$ cat config.mk
export PLATFORM = sky130hd
export DESIGN_NAME = pipe_ctrl
export DESIGN_NICKNAME = d
export VERILOG_FILES = /design/src/rtl/pipe_ctrl_pkg.sv /design/src/rtl/pipe_ctrl_hazard_detect.sv /design/src/rtl/pipe_ctrl.sv
export SDC_FILE = /design/constraint.sdc
export NUM_CORES = 1
export LEC_CHECK = 0
export ABC_AREA = 0
export CAP_MARGIN = 40
export CELL_PAD_IN_SITES_DETAIL_PLACEMENT = 0
export CELL_PAD_IN_SITES_GLOBAL_PLACEMENT = 1
export CORE_MARGIN = 2
export CORE_UTILIZATION = 26
export CTS_CLUSTER_DIAMETER = 30
export DETAILED_ROUTE_END_ITERATION = 10
export MAX_ROUTING_LAYER = met4
export PLACE_DENSITY_LB_ADDON = 0.1
export SETUP_SLACK_MARGIN = 0.5
export SLEW_MARGIN = 10
export SYNTH_ARGS = -nofsm -noshare
export SYNTH_HDL_FRONTEND = slang
export SYNTH_SLANG_ARGS = --single-unit
export TNS_END_PERCENT = 5
$ cat constraint.sdc
create_clock -name clk_100MHz -period 4.2 [get_ports clk_100MHz]
set_input_delay 0.42 -clock clk_100MHz [delete_from_list [all_inputs] [get_ports clk_100MHz]]
set_output_delay 0.42 -clock clk_100MHz [all_outputs]
set_load 0.005 [all_outputs]
$ cat src/rtl/pipe_ctrl_pkg.sv
// Shared types and constants for the pipeline hazard/stall controller.
// State encodings, the default divide timeout and the hold/jump enable levels live here.
package pipe_ctrl_pkg;

  typedef enum logic [1:0] {
    ST_RUN       = 2'd0,
    ST_DIV_WAIT  = 2'd1,
    ST_JUMP_PEND = 2'd2
  } state_e;

  localparam int unsigned DIV_TIMEOUT_DEF = 40;
  localparam int          CNT_W           = 6;

  localparam logic HOLD_ENA = 1'b1;
  localparam logic JUMP_ENA = 1'b1;

  // Wait counter stops at all-ones instead of wrapping back to zero.
  function automatic logic [CNT_W-1:0] sat_inc(input logic [CNT_W-1:0] v);
    return (v == '1) ? v : v + CNT_W'(1);
  endfunction

endpackage

$ cat src/rtl/pipe_ctrl_hazard_detect.sv
// Load-use comparator: flags a load in EX whose destination feeds an enabled ID source.
module hazard_detect (
  input  logic       mem_r_ena_i,
  input  logic [4:0] w_addr_i,
  input  logic [4:0] r1_addr_i,
  input  logic [4:0] r2_addr_i,
  input  logic       r1_ena_i,
  input  logic       r2_ena_i,
  output logic       load_use_o
);

  logic r1_hit;
  logic r2_hit;

  assign r1_hit = r1_ena_i && (r1_addr_i == w_addr_i);
  assign r2_hit = r2_ena_i && (r2_addr_i == w_addr_i);

  // x0 is hardwired to zero, so a load targeting it never creates a dependency.
  assign load_use_o = mem_r_ena_i && (w_addr_i != 5'd0) && (r1_hit || r2_hit);

endmodule

$ cat src/rtl/pipe_ctrl.sv
// Pipeline control: divide stall FSM, bus-hold stalls, jump redirect/flush and load-use bubbles.
// All outputs except div_timeout_o are combinational from the state and the current inputs.
module pipe_ctrl
  import pipe_ctrl_pkg::*;
#(
  parameter int unsigned DIV_TIMEOUT = DIV_TIMEOUT_DEF
) (
  input  logic        clk_100MHz,
  input  logic        arst,
  input  logic        ex_mem_r_ena_i,
  input  logic [4:0]  ex_reg_w_addr_i,
  input  logic [4:0]  id_reg1_r_addr_i,
  input  logic [4:0]  id_reg2_r_addr_i,
  input  logic        id_reg1_r_ena_i,
  input  logic        id_reg2_r_ena_i,
  input  logic        ex_jump_ena_i,
  input  logic [31:0] ex_jump_addr_i,
  input  logic        ex_div_start_i,
  input  logic        div_ready_i,
  input  logic        bus_hold_i,
  output logic        hold_pc_o,
  output logic        hold_if_id_o,
  output logic        hold_id_ex_o,
  output logic        flush_if_id_o,
  output logic        flush_id_ex_o,
  output logic        jump_ena_o,
  output logic [31:0] jump_addr_o,
  output logic        div_busy_o,
  output logic        div_timeout_o
);

  localparam logic [CNT_W-1:0] TIMEOUT_CNT = CNT_W'(DIV_TIMEOUT - 1);

  state_e            state_q, state_d;
  logic [CNT_W-1:0]  cnt_q, cnt_d;
  logic [31:0]       pend_addr_q, pend_addr_d;
  logic              timeout_q, timeout_d;

  logic load_use;
  logic hold_all;
  logic lu_stall;
  logic flush_jump;

  hazard_detect u_hazard_detect (
    .mem_r_ena_i (ex_mem_r_ena_i),
    .w_addr_i    (ex_reg_w_addr_i),
    .r1_addr_i   (id_reg1_r_addr_i),
    .r2_addr_i   (id_reg2_r_addr_i),
    .r1_ena_i    (id_reg1_r_ena_i),
    .r2_ena_i    (id_reg2_r_ena_i),
    .load_use_o  (load_use)
  );

  always_ff @(posedge clk_100MHz or posedge arst) begin
    if (arst) begin
      state_q     <= ST_RUN;
      cnt_q       <= '0;
      pend_addr_q <= '0;
      timeout_q   <= 1'b0;
    end else begin
      state_q     <= state_d;
      cnt_q       <= cnt_d;
      pend_addr_q <= pend_addr_d;
      timeout_q   <= timeout_d;
    end
  end

  always_comb begin
    state_d     = state_q;
    cnt_d       = cnt_q;
    pend_addr_d = pend_addr_q;
    timeout_d   = timeout_q;
    hold_all    = 1'b0;
    lu_stall    = 1'b0;
    flush_jump  = 1'b0;
    jump_ena_o  = 1'b0;
    jump_addr_o = '0;
    div_busy_o  = 1'b0;

    unique case (state_q)
      ST_RUN: begin
        // A divide that completes in its issue cycle needs no stall and masks everything below it.
        if (ex_div_start_i) begin
          if (!div_ready_i) begin
            hold_all = HOLD_ENA;
            cnt_d    = '0;
            state_d  = ST_DIV_WAIT;
          end
        end else if (bus_hold_i) begin
          hold_all = HOLD_ENA;
          if (ex_jump_ena_i) begin
            pend_addr_d = ex_jump_addr_i;
            state_d     = ST_JUMP_PEND;
          end
        end else if (ex_jump_ena_i) begin
          jump_ena_o  = JUMP_ENA;
          jump_addr_o = ex_jump_addr_i;
          flush_jump  = 1'b1;
        end else if (load_use) begin
          lu_stall = 1'b1;
        end
      end

      ST_DIV_WAIT: begin
        cnt_d = sat_inc(cnt_q);
        // Completion (result or abort) drops the divide stall but a bus stall still wins.
        if (div_ready_i) begin
          hold_all = bus_hold_i;
          state_d  = ST_RUN;
        end else if (cnt_q == TIMEOUT_CNT) begin
          hold_all  = bus_hold_i;
          timeout_d = 1'b1;
          state_d   = ST_RUN;
        end else begin
          hold_all   = HOLD_ENA;
          div_busy_o = 1'b1;
        end
      end

      ST_JUMP_PEND: begin
        if (bus_hold_i) begin
          hold_all = HOLD_ENA;
        end else begin
          jump_ena_o  = JUMP_ENA;
          jump_addr_o = pend_addr_q;
          flush_jump  = 1'b1;
          state_d     = ST_RUN;
        end
      end

      default: state_d = ST_RUN;
    endcase
  end

  assign hold_pc_o     = hold_all | lu_stall;
  assign hold_if_id_o  = hold_all | lu_stall;
  assign hold_id_ex_o  = hold_all;
  assign flush_if_id_o = flush_jump;
  assign flush_id_ex_o = flush_jump | lu_stall;
  assign div_timeout_o = timeout_q;

endmodule

---- Word level (Yosys, flattened, before mapping) ----
Index checks and enable logic that the tools add are counted.
word-level totals
  bits in registers ....................... 41
  output and inout bits ................... 40
operators by class
  $add $sub $neg .......................... 1
  equality and inequality tests ........... 14
  mux-type cells .......................... 36
  bitwise logic cells ..................... 4
  reduce and logical (&&, ||, !) cells .... 12
operator list
  operator                                                          number
  32-bit two-way mux                                                4
  32-bit case mux with 2 select lines                               1
  6-bit two-way mux                                                 3
  1-bit two-way mux                                                 17
  2-bit two-way mux                                                 7
  6-bit == test (second input constant)                             2
  3-bit inequality test (second input constant)                     4
  6-bit case mux with 2 select lines                                1
  5-bit == test                                                     2
  2-bit inequality test (second input constant)                     4
  4-bit AND reduction                                               2
  6-bit by 1-bit adder with 6-bit output (second input constant)    1
  2-bit case mux with 3 select lines                                1
  5-bit AND reduction                                               1
  5-bit nonzero test                                                1
  1-bit logical AND                                                 4
  1-bit case mux with 3 select lines                                1
  3-bit AND reduction                                               1
  2-bit by 1-bit == test with 1-bit output (second input constant)  1
  2-bit == test (second input constant)                             1
  2-bit logical NOT                                                 1
  1-bit NOT                                                         2
  1-bit OR                                                          2
  1-bit case mux with 2 select lines                                1
  2 further kinds                                                   2

---- Depth between registers and ports, before layout ----
Gate-level depths: netlist (run 1).
  depth in word-level cells ............... 10
  gate-level depth with buffers ........... 6

---- Cells and area by module ----
Synthesis (run 1) repeated with hierarchy kept, for this count alone.
unflattened totals
  cell total of the unflattened synthesis .. 198
  area, all modules ....................... 2,434.8 µm²
by module, submodules not included
  module         instances  cells an instance  area each (µm²)
  pipe_ctrl      1          181                2,301.0
  hazard_detect  1          17                 133.9

---- Least setup slack after synthesis (run 1) ----
Ideal clock, no wire load.
  path type ............................... reg2out
  start ................................... register cnt_q[0]
  end ..................................... output hold_pc_o
  arrival time ............................ 1.674 ns
  slack ................................... 2.106 ns
  stages on the path, launching flop included .. 7
  cells stage by stage .................... dfrtp_1 > ha_1 > nand3_1 > nor3_1 > o211a_1 > o311ai_0 > buf_4
between the ends
  word-level cells in the longest chain between the ends .. 5
ends and longest elaborated chain
  element                             RTL line          text
  from (decl)                         pipe_ctrl.sv:35   logic [CNT_W-1:0] cnt_q, cnt_d;
  from (signal assigned)              pipe_ctrl.sv:62   cnt_q <= cnt_d;
  6-bit == test                       pipe_ctrl.sv:110  end else if (cnt_q == TIMEOUT_CNT) begin
  1-bit two-way mux                   pipe_ctrl.sv:110
  1-bit two-way mux                   pipe_ctrl.sv:107  if (div_ready_i) begin
  1-bit case mux with 3 select lines  pipe_ctrl.sv:80   unique case (state_q)
  1-bit OR                            --
  to (decl)                           pipe_ctrl.sv:21   output logic hold_pc_o,
No other way between the ends.

---- Final worst setup path (run 1) ----
  start ................................... register cnt_q[0]
  end ..................................... output hold_if_id_o
between the ends
  word-level cells in the longest chain between the ends .. 5
ends and longest elaborated chain
  element                             RTL line          text
  6-bit == test                       pipe_ctrl.sv:110
  1-bit two-way mux                   pipe_ctrl.sv:110
  1-bit two-way mux                   pipe_ctrl.sv:107
  1-bit case mux with 3 select lines  pipe_ctrl.sv:80
  1-bit OR                            pipe_ctrl.sv:136  assign hold_if_id_o = hold_all | lu_stall;
  to (decl)                           pipe_ctrl.sv:22   output logic hold_if_id_o,
No other way between the ends.

==> impl_metrics.csv, run 1 <==
group,metric,value,unit
flow_run,drv_cap,0,
setup_path,endpoint_kind,"output pin",
placed_design,dp_cells,380,
drt,vias,1829,
floorplan,die_h,99.8,microns
cells_and_area,finalInstanceArea,3500,sq um
sta,period_needed,2910,ps
clock_network,cts-root-buf,"clkbuf_8",
logic_synthesis,yosys.cell_types.count,38,
setup_path,crit_path_start_kind,"register",
sta,hold_ws,470,ps
setup_path,r2r_cells,3,
cells_and_area,layout.nets,336,
global_routing,grt_util_met2,20.5,%
global_routing,grt_pass1_wl,9970,microns
cells_and_area,fin_cells,388,
logic_synthesis,yosysMostFrequentCell,"dfrtp_1",
floorplan,die_w,99.8,microns
logic_synthesis,synthFlopType,"dfrtp_1",
worst_hold_path,min_path_type,"register to register",
sta,finalHoldViolations,0,
setup_path,critical_path_required,3780,ps
placed_design,port_buffers,95,
clock_network,htreeDepth,2,
global_routing,antenna_found_initial,0,
logic_synthesis,synth_area_leaders,"dfrtp_1 43%, mux2_4 18%, a22o_1 12%",
power_and_ir_drop,p_leak,1.48,nW
sta,drv_slew,0,
sta,final-setup-viol-count,0,
floorplan,core_area,8810,sq um
setup_path,worst_ep_arrival_time,2490,ps
clock_network,clkTransAtPathRegs,80,ps
floorplan,start_util,27.1,%
global_routing,grt.busiest_layer,"met2",
placed_design,preCtsSetupSlack,1260,ps
logic_synthesis,synth_cells,187,
cells_and_area,diodes,0,
floorplan,die-area,9960,sq um
logic_synthesis,synth_seq_cells,41,
sta,max_slew_margin,54.1,%
drt,wl,6060,microns
logic_synthesis,yosysSeqAreaShare,43.0,%
global_routing,grt-ovfl-total,0,
placed_design,gp_congestion,0.686,
logic_synthesis,avgSynthCellArea,12.8,sq um
sta,rsz0062_at_grt,"no",
sta,max_freq,0.344,GHz
drt,drc,0,
sta,setup_tns,0,ps
drt,via_per_inst,4.71,
floorplan,ios,96,
global_routing,grt_pass1_vias,1939,
worst_hold_path,hold_depth,1,
clock_network,clock_latency,290,ps
drt,ant_nets,0,
global_routing,grt_usage,12.9,%
clock_network,numCtsBuffers,5,
logic_synthesis,synth_top_area_share,43.0,%
clock_network,cts_hold_buf,0,
cells_and_area,syn_to_final_growth,46.6,%
logic_synthesis,syn-num-nets,244,
sta,tightest_slew,688,ps
outcome,status,"finished, final reports clean",
sta,fin_skew,13.6,ps
setup_path,critPathKind,"register to output pin",
logic_synthesis,synthArstFlopShare,100,%
placed_design,place_area,3390,sq um
clock_network,cts.repair.resized,0,
floorplan,core.rowCount,34,
drt,drtIter0Drc,32,
drt,first_pass_iters,3,
global_routing,grt_start_max_net_pins,42,
global_routing,met1_usage,17.0,%
power_and_ir_drop,p_per_area,358,nW/um^2
power_and_ir_drop,total_power,1.25,mW
drt,wl_per_cell,15.6,microns
clock_network,post-cts-setup-buffers,0,
sta,worst_slack,1290,ps
placed_design,place_hpwl,4160,microns
logic_synthesis,yosys-top-cells-count,"41 x dfrtp_1, 32 x a22o_1, 29 x mux2_4",
logic_synthesis,ys_warn_count,0,
logic_synthesis,synth_top_cell_by_area,"dfrtp_1",
sta,period_share,69.2,%
clock_network,max-clock-path-buffers,2,
power_and_ir_drop,ir_drop,157,uV
setup_path,cp_max_fo,4,
logic_synthesis,syn-cell-area,2390,sq um
clock_network,cts_tree,"built",
clock_network,clock-sinks,41,
global_routing,grtUsageMet3,3.06,%
logic_synthesis,synth_edf_count,0,
cells_and_area,drive_gt1_share,18.2,%
cells_and_area,post-route-util,39.7,%
critical path: stages (launching register included):
cell             delay (ps)
dfrtp_1                 410
ha_1                    240
nand3_1                 170
nor3_1                  110
o211a_1                 230
o311ai_0                440
clkdlybuf4s50_1         600
logic make-up (layout without fill, tap and decap cells):
kind of cell	count (synthesis)	after routing	synth area share [%]
AND/OR/NAND/NOR	36	36	9.65
buffers and inverters	17	110	5.66
multiplexers	32	32	19.7
AO/OA/AOI/OAI	48	48	17.1
XOR/XNOR	12	12	4.40
flip-flops	41	41	43.0
adder cells (fa/ha/maj)	1	1	0.524
final timing paths:
kind	from	slack (ps)	end
setup reg to reg	state_q[0]$_DFFE_PP0P_	2150	pend_addr_q[0]$_DFFE_PP0P_
hold / removal	div_timeout_o$_DFFE_PP0P_	470	div_timeout_o$_DFFE_PP0P_
max in group asynchronous	arst	3250	state_q[1]$_DFFE_PP0P_
setup / recovery	cnt_q[0]$_DFFE_PP0P_	1290	hold_if_id_o
min in group asynchronous	arst	560	pend_addr_q[10]$_DFFE_PP0P_
hold reg to reg	div_timeout_o$_DFFE_PP0P_	470	div_timeout_o$_DFFE_PP0P_
cell usage in the layout, fill, tap and decap left out, types with 3 or more instances in the layout:
cell type / n
a22o_1: 32
clkdlybuf4s50_1: 95
o21ai_0: 5
nand2_1: 7
nor3_1: 3
mux2_4: 29
xnor2_1: 12
mux2_2: 3
nor2_1: 5
clkbuf_8: 5
nand3_1: 4
dfrtp_1: 41
registers in the layout, indices dropped and copies added, names as in the netlist:
register,count
state_q,2
pend_addr_q,32
cnt_q,6
div_timeout_o,1
layer usage:
| metal | up-vias | wire length (microns) |
|---|---|---|
| li1 | 881 | - |
| met1 | 904 | 2890 |
| met2 | 42 | 2870 |
| met3 | 2 | 273 |
| met4 | 0 | 22 |
| met5 | - | 0 |
final cells by class:
type / instances / area [sq um]
well taps: 108 / 135
clock buffers: 6 / 72.6
inverters: 4 / 15.0
multi-input cells: 129 / 1220
repair buffers: 98 / 986
flip-flops and latches: 41 / 1030
fillers: 839 / 5310
clock inverters: 2 / 38.8
power breakdown:
group | total (mW) | switching [mW] | internal [mW] | leakage (nW)
Combinational | 0.367 | 0.112 | 0.255 | 0.923
Sequential | 0.568 | 0.0684 | 0.500 | 0.503
Clock | 0.318 | 0.140 | 0.179 | 0.0554
Total | 1.25 | 0.321 | 0.933 | 1.48
Power figures use the tool's default switching activity.
==> inputs of run 2 (changes only) <==
- clock period: 4.2 -> 2.9 ns (I/O delays scaled with it)
==> impl_metrics.csv, run 2 (same netlist as run 1, synthesis figures left out) <==
group,metric,value,unit
drt,wl_per_cell,15.6,microns
clock_network,clkTransAtPathRegs,80,ps
placed_design,gp_congestion,0.733,
cells_and_area,post-route-util,40.9,%
cells_and_area,layout.nets,342,
clock_network,htreeDepth,2,
placed_design,place_hpwl,4370,microns
sta,tightest_slew,650,ps
flow_run,drv_cap,0,
sta,setup_tns,0,ps
sta,period_share,84.8,%
sta,drv_slew,0,
sta,finalHoldViolations,0,
sta,period_needed,2460,ps
setup_path,worst_ep_arrival_time,2170,ps
setup_path,critical_path_required,2610,ps
power_and_ir_drop,total_power,1.85,mW
setup_path,startpoint,"state_q[1]$_DFFE_PP0P_",
drt,first_pass_iters,4,
cells_and_area,syn_to_final_growth,50.9,%
cells_and_area,largest_register_ffs,32,
drt,ant_nets,0,
clock_network,clock_latency,290,ps
sta,max_freq,0.407,GHz
cells_and_area,n_fill_cell,858,
placed_design,port_buffers,95,
global_routing,grt_start_max_net_pins,34,
cells_and_area,drive_gt1_share,21.7,%
worst_hold_path,min_path_type,"input port to async pin",
setup_path,critPathKind,"register to output pin",
drt,vias,1846,
power_and_ir_drop,p_per_area,513,nW/um^2
outcome,status,"finished, final reports clean",
power_and_ir_drop,ir_drop,220,uV
clock_network,cts-root-buf,"clkbuf_8",
global_routing,grt_pass1_wl,10200,microns
cells_and_area,diodes,0,
drt,drtIter0Drc,44,
drt,wl,6140,microns
global_routing,grt_usage,13.2,%
sta,max_slew_margin,56.6,%
setup_path,cp_max_fo,25,
power_and_ir_drop,p_leak,1.54,nW
floorplan,die-area,9960,sq um
clock_network,cts_hold_buf,0,
cells_and_area,largest_register,"pend_addr_q",
global_routing,antenna_found_initial,0,
setup_path,endpoint_kind,"output pin",
sta,rsz0062_at_grt,"yes",
cells_and_area,final_common_cell,"clkdlybuf4s50_1",
drt,via_per_inst,4.69,
floorplan,core.rowCount,34,
floorplan,start_util,27.1,%
setup_path,r2r-start,"state_q[0]$_DFFE_PP0P_",
sta,fin_skew,10.4,ps
global_routing,grt-ovfl-total,0,
cells_and_area,final_cell_mix,"93 x clkdlybuf4s50_1, 40 x dfrtp_1, 32 x a22o_1, 29 x mux2_4, 12 x xnor2_1",
drt,drc,0,
setup_path,crit_path_start_kind,"register",
floorplan,core_area,8810,sq um
clock_network,post-cts-setup-buffers,0,
sta,final-setup-viol-count,0,
global_routing,grt_pass1_vias,1962,
clock_network,max-clock-path-buffers,2,
floorplan,ios,96,
clock_network,clock-sinks,41,
clock_network,numCtsBuffers,5,
floorplan,die_h,99.8,microns
cells_and_area,reg.largest.list,"pend_addr_q x32, cnt_q x6, state_q x2",
floorplan,die_w,99.8,microns
clock_network,cts_tree,"built",
run 2: cell count changes in the layout (fill, tap and decap cells not counted), sizes merged:
| cell | change |
|---|---|
| clkdlybuf4s50 | -2 |
| dlygate4sd2 | +1 |
| clkbuf | +1 |
| buf | +6 |
| dlymetal6s2s | +1 |
| clkinv | -1 |
run 2: repair_timing:
action,in CTS,in global routing
pin swaps,0,0
setup endpoints to repair,38,38
cloned,0,0
resized for setup,8,1
run 2: layer usage:
| layer | track usage (%) | routed length [microns] | share of wire, % | vias to the layer above |
|---|---|---|---|---|
| met5 | - | 0 | 0 | - |
| met4 | 2.53 | 23 | 0.37 | 0 |
| met3 | 3.27 | 283 | 4.6 | 2 |
| met2 | 21.4 | 2970 | 48 | 45 |
| met1 | 17.1 | 2860 | 47 | 906 |
| li1 | - | - | - | 893 |
run 2: worst paths after layout:
check	end	slack [ps]	depth (start not counted)
setup / recovery	jump_addr_o[27]	440	5
hold / removal	state_q[0]$_DFFE_PP0P_	270	2
setup reg to reg	pend_addr_q[31]$_DFFE_PP0P_	1080	5
hold reg to reg	div_timeout_o$_DFFE_PP0P_	460	1
max in group asynchronous	pend_addr_q[0]$_DFFE_PP0P_	2080	3
min in group clk_100MHz	div_timeout_o$_DFFE_PP0P_	460	1
run 2: area by class of cell:
class | count | area (sq um) | share of cell area (%)
flip-flops and latches | 41 | 1030 | 28.5
multi-input cells | 129 | 1250 | 34.9
inverters | 4 | 15.0 | 0.417
clock inverters | 1 | 30.0 | 0.834
well taps | 108 | 135 | 3.75
repair buffers | 104 | 1050 | 29.2
clock buffers | 7 | 86.3 | 2.40
run 2: power breakdown:
| part | switching [mW] | leakage [nW] | internal (mW) |
|---|---|---|---|
| Combinational | 0.175 | 0.977 | 0.378 |
| Clock | 0.197 | 0.0585 | 0.281 |
| Sequential | 0.0929 | 0.501 | 0.724 |
| Total | 0.465 | 1.54 | 1.38 |
run 2: metrics by stage:
step                setup slack, ps  instances  hold WS [ps]  area, sq um
floorplan                       936        187           439         2390
global placement                369        385           446         3420
detailed placement              349        386           447         3450
CTS                             404        394           273         3600
global route                    317        394           274         3600
finish                          441        394           265         3600
run 2: critical path: stages, from the launching register on:
cell             delay [ps]
dfrtp_2                 490
nor4_4                  320
and2_4                  220
buf_12                  170
a22o_1                  150
clkdlybuf4s50_1         530
==> inputs of run 3 (changes only) <==
- clock period: 2.9 -> 2 ns (I/O delays scaled with it)
==> impl_metrics.csv, run 3 (same netlist as run 1, synthesis figures left out) <==
group,metric,value,unit
sta,period_needed,1960,ps
floorplan,ios,96,
cells_and_area,final_cell_mix,"46 x clkdlybuf4s50_1, 41 x dfrtp_1, 36 x buf_2, 32 x a22o_1, 29 x mux2_4",
drt,first_pass_iters,4,
setup_path,critical_path_required,1800,ps
drt,drc,0,
cells_and_area,largest_register,"pend_addr_q",
setup_path,endpoint_kind,"output pin",
sta,period_share,98.0,%
sta,rsz0062_at_grt,"yes",
sta,max_slew_margin,63.6,%
floorplan,die_w,99.8,microns
global_routing,met1_usage,19.6,%
cells_and_area,post-route-util,43.9,%
floorplan,die_h,99.8,microns
placed_design,port_buffers,95,
outcome,status,"finished, final reports clean",
floorplan,start_util,27.1,%
clock_network,clkTransAtPathRegs,80,ps
cells_and_area,multi_input_area,1350,sq um
global_routing,grt-ovfl-total,0,
global_routing,grt_pass1_vias,2167,
sta,hold_ws,332,ps
sta,drv_slew,0,
power_and_ir_drop,total_power,2.71,mW
drt,drtIter0Drc,67,
global_routing,grt_usage,14.5,%
cells_and_area,regArea,1030,sq um
clock_network,clock-sinks,41,
power_and_ir_drop,ir_drop,373,uV
cells_and_area,finalInstanceArea,3870,sq um
setup_path,critPathKind,"register to output pin",
drt,wl,6660,microns
sta,worst_slack,39.2,ps
worst_hold_path,min_path_type,"input port to async pin",
drt,via_per_inst,4.74,
cells_and_area,syn_to_final_growth,62.1,%
cells_and_area,layout.nets,372,
sta,tightest_slew,547,ps
drt,wl_per_cell,15.7,microns
global_routing,grt_start_max_net_pins,42,
clock_network,cts_hold_buf,0,
placed_design,place_hpwl,4620,microns
cells_and_area,largest_register_ffs,32,
flow_run,drv_cap,0,
global_routing,antenna_found_initial,0,
setup_path,worst_path_largest_cell_delay,390,ps
sta,setup_tns,0,ps
clock_network,htreeDepth,2,
cells_and_area,drive_gt1_share,44.8,%
cells_and_area,reg.largest.list,"pend_addr_q x32, cnt_q x6, state_q x2",
placed_design,place_area,3620,sq um
placed_design,dp_cells,403,
sta,max_freq,0.510,GHz
cells_and_area,fin_cells,423,
global_routing,grt_pass1_wl,11300,microns
clock_network,numCtsBuffers,5,
setup_path,worst_ep_arrival_time,1760,ps
cells_and_area,n_fill_cell,864,
cells_and_area,diodes,0,
drt,vias,2003,
global_routing,grt_util_met2,22.2,%
clock_network,cts-root-buf,"clkbuf_8",
setup_path,path_cells,"nor4_2 -> and2_4 -> buf_4 -> buf_6 -> buf_16 -> a22o_1 -> buf_2",
setup_path,crit_path_start_kind,"register",
global_routing,grtUsageMet3,3.06,%
placed_design,preCtsSetupSlack,-312,ps
floorplan,core.rowCount,34,
sta,final-setup-viol-count,0,
setup_path,cp_max_fo,6,
placed_design,gp_congestion,0.748,
global_routing,grt.busiest_layer,"met2",
clock_network,clock_latency,290,ps
drt,ant_nets,0,
clock_network,cts_tree,"built",
power_and_ir_drop,p_per_area,701,nW/um^2
setup_path,slowest_stage,"dfrtp_1",
sta,finalHoldViolations,0,
clock_network,max-clock-path-buffers,2,
setup_path,crit_family,"simple AND/OR/NAND/NOR gates",
floorplan,die-area,9960,sq um
cells_and_area,final_common_cell,"clkdlybuf4s50_1",
floorplan,core_area,8810,sq um
sta,fin_skew,6.37,ps
power_and_ir_drop,p_leak,1.85,nW
setup_path,path_buf_inv,4,
run 3: final timing paths:
kind	endpoint	start	cells past startpoint	slack (ps)
max in group asynchronous	pend_addr_q[0]$_DFFE_PP0P_	arst	3	1270
hold / removal	pend_addr_q[6]$_DFFE_PP0P_	arst	3	330
setup reg to reg	pend_addr_q[9]$_DFFE_PP0P_	state_q[1]$_DFFE_PP0P_	5	360
hold reg to reg	div_timeout_o$_DFFE_PP0P_	div_timeout_o$_DFFE_PP0P_	1	470
min in group clk_100MHz	div_timeout_o$_DFFE_PP0P_	div_timeout_o$_DFFE_PP0P_	1	470
setup / recovery	jump_addr_o[29]	state_q[1]$_DFFE_PP0P_	7	40
run 3: worst min-delay path, cell delays in order:
cell and delay (ps):
clkdlybuf4s50_1 400, clkinv_1 40, buf_4 440
run 3: what timing repair did:
action                     4_1_cts  5_1_grt
cloned                           2        0
setup endpoints to repair       69       75
buffers inserted                 9        2
resized for setup              189       14
pin swaps                       43       26
run 3: power by group:
| part | leakage [nW] | internal (mW) | total [mW] | switching [mW] |
|---|---|---|---|---|
| sequential | 0.503 | 1.05 | 1.18 | 0.130 |
| combinational | 1.30 | 0.586 | 0.883 | 0.298 |
| clock | 0.0540 | 0.363 | 0.646 | 0.283 |
run 3: layout make-up:
cell class / count / area share, %
multi-input cells: 129 / 34.9
repair buffers: 134 / 31.9
flip-flops and latches: 41 / 26.5
well taps: 108 / 3.49
clock buffers: 5 / 1.78
clock inverters: 2 / 0.906
inverters: 4 / 0.453
run 3: layer usage:
layer,vias to the layer above,share of wire [%]
met1,996,46
met4,0,1.3
met2,45,48
met3,8,4.6
met5,-,0
li1,954,-
